**config.mk**
```make
export PLATFORM = sky130hd
export DESIGN_NAME = clk_div_multi
export DESIGN_NICKNAME = d
export VERILOG_FILES = /design/src/rtl/clk_div_multi.sv
export SDC_FILE = /design/constraint.sdc
export NUM_CORES = 1
export LEC_CHECK = 0
export CORE_UTILIZATION = 35
export DETAILED_ROUTE_END_ITERATION = 10
export GPL_TIMING_DRIVEN = 0
export REMOVE_ABC_BUFFERS = 1
export SLEW_MARGIN = 20
export SYNTH_ARGS = -nofsm -noshare
export SYNTH_HDL_FRONTEND = slang
export SYNTH_SLANG_ARGS = --single-unit
```
**constraint.sdc**
```tcl
create_clock -name clk_50mhz -period 23.9 [get_ports clk_50mhz]
set_input_delay 3.585 -clock clk_50mhz [delete_from_list [all_inputs] [get_ports clk_50mhz]]
set_output_delay 3.585 -clock clk_50mhz [all_outputs]
set_load 0.005 [all_outputs]
```
**src/rtl/clk_div_multi.sv**
```systemverilog
// Multi-channel programmable clock divider with double-buffered configuration.
// Each channel counts 0..div-1; clk_out/tick are registered from next-state values.
module clk_div_multi #(
  parameter int CH_N      = 4,
  parameter int CNT_W     = 25,
  parameter int RESET_DIV = 25000000
) (
  input  logic                                      clk_50mhz,
  input  logic                                      rst,
  input  logic [CH_N-1:0]                           en,
  input  logic                                      sync,
  input  logic                                      cfg_wr,
  input  logic [((CH_N > 1) ? $clog2(CH_N) : 1)-1:0] cfg_sel,
  input  logic [CNT_W-1:0]                          cfg_div,
  input  logic [CNT_W-1:0]                          cfg_high,
  output logic [CH_N-1:0]                           clk_out,
  output logic [CH_N-1:0]                           tick,
  output logic [CH_N-1:0]                           cfg_pend
);

  localparam logic [CNT_W-1:0] RST_DIV  = CNT_W'(RESET_DIV);
  localparam logic [CNT_W-1:0] RST_HIGH = CNT_W'(RESET_DIV / 2);
  localparam logic [CNT_W-1:0] ONE      = CNT_W'(1);

  for (genvar g = 0; g < CH_N; g++) begin : g_ch
    logic [CNT_W-1:0] cnt_q, cnt_d;
    logic [CNT_W-1:0] div_q, div_d, high_q, high_d;
    logic [CNT_W-1:0] sdiv_q, sdiv_d, shigh_q, shigh_d;
    logic             run_q, run_d, pend_q, pend_d;
    logic             clk_q, clk_d, tick_q, tick_d;
    logic             wr_hit, wrap, apply;

    always_comb begin
      // Out-of-range selects never match any channel index, so they are dropped.
      wr_hit  = cfg_wr && (int'(cfg_sel) == g);
      wrap    = run_q && (cnt_q == div_q - ONE);
      // A stopped channel (div=0) has no period to protect, so it takes new config at once.
      apply   = pend_q && (!en[g] || sync || wrap || (div_q == '0));
      div_d   = apply ? sdiv_q : div_q;
      high_d  = apply ? shigh_q : high_q;
      sdiv_d  = wr_hit ? cfg_div : sdiv_q;
      shigh_d = wr_hit ? cfg_high : shigh_q;
      pend_d  = wr_hit || (pend_q && !apply);
      run_d   = en[g] && (div_d != '0);
      if (!run_d || !run_q || sync || wrap) cnt_d = '0;
      else                                   cnt_d = cnt_q + ONE;
      clk_d   = run_d && (cnt_d < high_d);
      tick_d  = run_d && (cnt_d == div_d - ONE);
    end

    always_ff @(posedge clk_50mhz or posedge rst) begin
      if (rst) begin
        cnt_q   <= '0;
        div_q   <= RST_DIV;
        high_q  <= RST_HIGH;
        sdiv_q  <= RST_DIV;
        shigh_q <= RST_HIGH;
        run_q   <= 1'b0;
        pend_q  <= 1'b0;
        clk_q   <= 1'b0;
        tick_q  <= 1'b0;
      end else begin
        cnt_q   <= cnt_d;
        div_q   <= div_d;
        high_q  <= high_d;
        sdiv_q  <= sdiv_d;
        shigh_q <= shigh_d;
        run_q   <= run_d;
        pend_q  <= pend_d;
        clk_q   <= clk_d;
        tick_q  <= tick_d;
      end
    end

    assign clk_out[g]  = clk_q;
    assign tick[g]     = tick_q;
    assign cfg_pend[g] = pend_q;
  end

endmodule
```
# ---- Word level (Yosys, flattened, before mapping)
# Cells that the tools add are included.
dict set report totals {
  ff_bits 516
  latchBits 0
  ram_bits 0
  romBits 0
  input_bits 60
  output_inout_bits 12
  elab_cells 156
  n_memories 0
}
dict set report op_classes {
  n_addsub 12
  multipliers 0
  n_div 0
  n_lt_le_gt_ge 4
  n_eq_ne 11
  shift 0
  n_mux 12
  bitwise 0
  n_reduce_logical 81
}
# op count
set op_table {}
lappend op_table {{25-bit two-way mux} 12}
lappend op_table {{25-bit equality test} 8}
lappend op_table {{25-bit by 1-bit subtractor with 25-bit output (second input constant)} 8}
lappend op_table {{25-bit by 1-bit adder with 25-bit output (second input constant)} 4}
lappend op_table {{25-bit logical NOT} 4}
lappend op_table {{25-bit less-than comparator} 4}
lappend op_table {{25-bit nonzero test} 4}
lappend op_table {{1-bit logical AND} 28}
lappend op_table {{1-bit logical OR} 28}
lappend op_table {{1-bit logical NOT} 16}
lappend op_table {{2-bit equality test (second input constant)} 2}
lappend op_table {{2-bit by 1-bit equality test with 1-bit output (second input constant)} 1}
lappend op_table {{2-bit logical NOT} 1}

# ---- Depth between registers and ports, before layout
dict set report depth {
  depth_word 16
  ltp_mapped 41
  mapped_depth_nobuf 34
}

# ---- Worst setup path before layout
# OpenSTA, ideal clock, no wires.
dict set report synth_path {
  kind {input to register}
  from {input port en[0]}
  to {register g_ch[0].clk_q}
  arrival_time_ps 10146
  required_time_ps 23812
  slack_ps 13666
  stages 32
  path_buffers 6
  path_cell_list {nor2b_1 -> o41ai_1 -> nand2_1 -> o21a_1 -> clkbuf_1 -> clkbuf_1 -> clkbuf_1 -> buf_1 -> buf_1 -> mux2i_1 -> ha_1 -> nand4_1 -> or3_1 -> or3_1 -> or3_1 -> or4b_1 -> nor2_1 -> mux2i_1 -> nand2_1 -> clkbuf_1 -> nor2_1 -> ha_1 -> a21o_1 -> a21oi_1 -> nor2b_1 -> o21ai_0 -> nand2b_1 -> a21oi_1 -> nor2b_1 -> o21ai_0 -> nand4_1 -> a41oi_1}
}
dict set report synth_between {
  elab_chain_len 15
}
# element line
set synth_rtl {}
lappend synth_rtl {{from (decl)} 10} ;# input logic [CH_N-1:0] en,
lappend synth_rtl {{1-bit logical NOT} 38} ;# apply = pend_q && (!en[g] || sync || wrap || (div_q == '0));
lappend synth_rtl {{1-bit logical OR (3 in series)} 38}
lappend synth_rtl {{1-bit logical AND} 38}
lappend synth_rtl {{25-bit two-way mux} 39} ;# div_d = apply ? sdiv_q : div_q;
lappend synth_rtl {{25-bit nonzero test} 44} ;# run_d = en[g] && (div_d != '0);
lappend synth_rtl {{1-bit logical AND (*)} 44}
lappend synth_rtl {{1-bit logical NOT (*)} 45} ;# if (!run_d || !run_q || sync || wrap) cnt_d = '0;
lappend synth_rtl {{1-bit logical OR (*) (3 in series)} 45}
lappend synth_rtl {{25-bit two-way mux (*)} 45}
lappend synth_rtl {{named net g_ch[0].cnt_d[18]} 26} ;# logic [CNT_W-1:0] cnt_q, cnt_d;
lappend synth_rtl {{25-bit less-than comparator (*)} 47} ;# clk_d = run_d && (cnt_d < high_d);
lappend synth_rtl {{1-bit logical AND (*)} 47}
lappend synth_rtl {{named net g_ch[0].clk_d} 30} ;# logic clk_q, clk_d, tick_q, tick_d;
lappend synth_rtl {{to (signal assigned)} 70} ;# clk_q <= clk_d;
lappend synth_rtl {{to (decl)} 30}
# Mark *: on every way through the listed nets, which the timed path passes. The rest lies on a longest branch.
# A chain may end at the register's enable or synchronous reset.

# ---- Final worst setup path
dict set report layout_path {
  from {input port sync}
  to {register g_ch[0].clk_q}
}
dict set report layout_between {
  elab_chain_len 14
}
# element line
set layout_rtl {}
lappend layout_rtl {{from (decl)} 11} ;# input logic sync,
lappend layout_rtl {{1-bit logical OR (3 in series)} 38}
lappend layout_rtl {{1-bit logical AND} 38}
lappend layout_rtl {{25-bit two-way mux} 39}
lappend layout_rtl {{25-bit nonzero test} 44}
lappend layout_rtl {{1-bit logical AND} 44}
lappend layout_rtl {{1-bit logical NOT} 45}
lappend layout_rtl {{1-bit logical OR} 45}
lappend layout_rtl {{1-bit logical OR (*) (2 in series)} 45}
lappend layout_rtl {{25-bit two-way mux (*)} 45}
lappend layout_rtl {{named net g_ch[0].cnt_d[18]} 26}
lappend layout_rtl {{25-bit less-than comparator (*)} 47}
lappend layout_rtl {{1-bit logical AND (*)} 47}
lappend layout_rtl {{named net g_ch[0].clk_d} 30}
# Marked as above.

==> qor.csv <==
metric,value,unit
drt wl/cell,20.6,microns
first-pass GRT wire length,138,mm
share of post-route cells with drive strength above 1,20.6,%
Flop pwr share,42.5,%
number of placement rows,109,
DR vias,22900,
Yosys reg bits,516,
skew final,31.0,ps
most common cell in the synthesized netlist,dfrtp_1,
Power Density,89.1,nW/um^2
status,finished clean,
Root Buffer,clkbuf_16,
"Avg Cell Area, Syn",10.2,sq um
vias per cell,5.31,
WL final,88.7,mm
CP Launch Type,input port,
relative slew slack,26.7,%
synth top area cells,"dfrtp_1 (26%), dfstp_2 (16%), mux2_2 (10%)",
P_leak,0.0147,uW
switching power,1070,uW
ys async rst share,100,%
clock period minus worst slack,11310,ps
Post-CTS Setup Inserts,0,
period utilization,47.3,%
worst hold slack,486,ps
routability cong.,0.900,
pre-CTS WS,12040,ps
clock buffer depth,3,
number of distinct library cells after synthesis,83,
cell taking the most area after synthesis,dfrtp_1,
worst-case vdd ir drop,0.0000562,V
drt pass-1 iters,5,
Least-Margin Pin Slew,1090,ps
CP Capture Type,flip-flop,
Clk pwr share,28.3,%
Nets,3255,
Final Hold Fails,0,
initial antenna violation count,12,
met3 Track Usage GR,3.24,%
gr usage total,19.7,%
unrepaired setup endpoints after global routing,false,
Skew-Pair Late Insertion Delay,630,ps
die area,90400,sq um
top post-synthesis cells by count,"dfrtp_1 (324), mux2_2 (291), nor2_1 (266)",
CTS tree,yes,
met1 Use GR,25.9,%
Clock Sinks,516,
Starting Density,35.3,%
hold_buf cts,0,
crit-path max FO,33,
fmax,88.4,MHz
# resized after CTS,0,
most used routing layer,met2,
core area,88400,sq um
clock-pin transition on the worst setup and hold timing paths,60,ps
grt ovf,0,
die width,301,microns
HPWL after detailed placement,66.5,mm
CTS H-tree depth,2,
CP required,24360,ps
max cap viols,0,
post-route setup slack,12590,ps
post-synthesis cell count,3075,
setup violators final,0,
HP Class,reg -> reg,
CP Class,in -> reg,
pin count of the biggest net entering global routing,105,
synth warn,0,
combinational power share,29.1,%
Worst Path Arrival,11770,ps
Sw Share,34.0,%
Antenna Nets Post-Route,0,
met2 Track Usage GR,31.8,%
# IOs,72,
Iter 0 DRT Violations,1610,
DRC Markers,0,
DIE HEIGHT,301,microns
Area Overhead vs Synth,12.8,%
Synth Cell Area,31200,sq um
"EDFF count, synth",0,
"Slew Viols, Final",0,
"Seq/Total Area, Yosys",42.1,%
CTS Buf Count,54,
Filler Cells Inserted,8665,
vias in the first global route,22700,
area share of the largest cell type after synthesis,26.0,%
Internal,2070,uW
"Top FF cell, synth",dfrtp_1,
PortBufs,71,
-- path summary, 6_finish.rpt --
kind,start,end,cells past startpoint,slack [ps]
max,sync,g_ch[0].clk_q,28,12590
min,g_ch[3].high_q[1],g_ch[3].high_q[1],2,490
max reg2reg,g_ch[1].div_q[5],g_ch[1].clk_q,29,14160
min reg2reg,g_ch[3].high_q[1],g_ch[3].high_q[1],2,490
max in group asynchronous,rst,g_ch[0].shigh_q[21],5,18610
min in group asynchronous,rst,g_ch[3].shigh_q[6],2,3500
-- per-layer routing --
metal | part of all wire (%) | vias to the layer above
li1 | - | 10900
met1 | 43 | 11300
met2 | 46 | 523
met3 | 5.4 | 161
met4 | 4.7 | 6
met5 | 0.054 | -
-- power groups by stage --
stage | Clock, uW | Sequential (uW) | Combinational [uW]
5_1_grt | 942 | 1360 | 1020
4_1_cts | 909 | 1330 | 919
3_3_place_gp | 0 | 1340 | 897
6_report | 889 | 1330 | 915
2_1_floorplan | 0 | 1280 | 703
3_5_place_dp | 0 | 1350 | 912
-- sequential cells by signal, summed over array words and instances, names as in the netlist --
name          count
g_ch.clk_q        4
g_ch.cnt_q      100
g_ch.sdiv_q     100
g_ch.div_q      100
g_ch.high_q     100
g_ch.shigh_q    100
g_ch.pend_q       4
g_ch.tick_q       4
g_ch.run_q        4
-- area by class of cell --
cell class | instances | area [sq um] | share of cell area, %
multi-input cells | 2255 | 16900 | 48.1
flip-flops and latches | 516 | 13200 | 37.3
clock buffers | 73 | 1530 | 4.35
well taps | 1165 | 1460 | 4.14
repair buffers | 104 | 1220 | 3.46
inverters | 160 | 608 | 1.73
clock inverters | 28 | 319 | 0.906
diodes | 6 | 15.0 | 0.0426
-- cell families after synthesis --
kind of cell,count (synthesis),share of synthesized area (%)
buffers and inverters,304,3.87
XOR/XNOR,378,10.9
flip-flops,516,42.1
AO/OA/AOI/OAI,346,7.22
AND/OR/NAND/NOR,998,16.8
adder cells (fa/ha/maj),106,4.23
multiplexers,427,14.9
-- layout by cell type (no fill, tap or decap), types with 12 or more instances in the layout --
cell and instances:
mux2_2 291, ha_1 104, a31oi_1 25, xnor2_1 218
and2_1 12, and3_1 39, nor3_1 81, or4_1 42
nand3_1 97, nand2b_1 29, inv_1 158, o31ai_1 13
nor2_1 266, or2_2 16, dfrtp_1 324, xor2_1 154
nor2b_1 39, or3_1 48, nor4_1 61, a21o_1 28
dfstp_2 192, mux2i_1 134, nand4_1 57, nand3b_1 18
clkdlybuf4s50_1 71, o21ai_0 68, clkbuf_16 55, nand2_1 131
clkinv_2 13, a21oi_1 100, o211ai_1 14
-- per-stage QoR --
step	total power [uW]	instances	setup TNS, ps	utilization (%)	area (sq um)
after floorplan	1980	2931	0	-	30600
after global placement	2240	4167	-122220	37.1	32800
after detailed placement	2260	4200	0	37.8	33400
after CTS	3160	4301	0	39.9	35200
after global routing	3330	4301	0	39.9	35200
final	3140	4307	0	39.9	35200
-- critical path, cell delays in order --
cell             delay [ps]
clkdlybuf4s50_1         880
nor2b_1                 340
o41ai_1                 140
nand2_1                 110
o21a_4                  400
buf_12                  270
mux2i_1                 380
ha_1                    300
nand4_1                 280
or3_1                   440
or3_1                   340
or3_1                   390
or4b_1                  590
nor2_1                  110
mux2i_1                 130
nand2_1                 790
nor2_1                  250
ha_1                    370
a21o_1                  160
a21oi_1                 150
nor2b_1                  60
o21ai_0                 140
nand2b_1                 80
a21oi_1                 150
nor2b_1                  60
o21ai_0                 250
nand4_1                 210
a41oi_1                 410
Power figures use the tool's default switching activity.
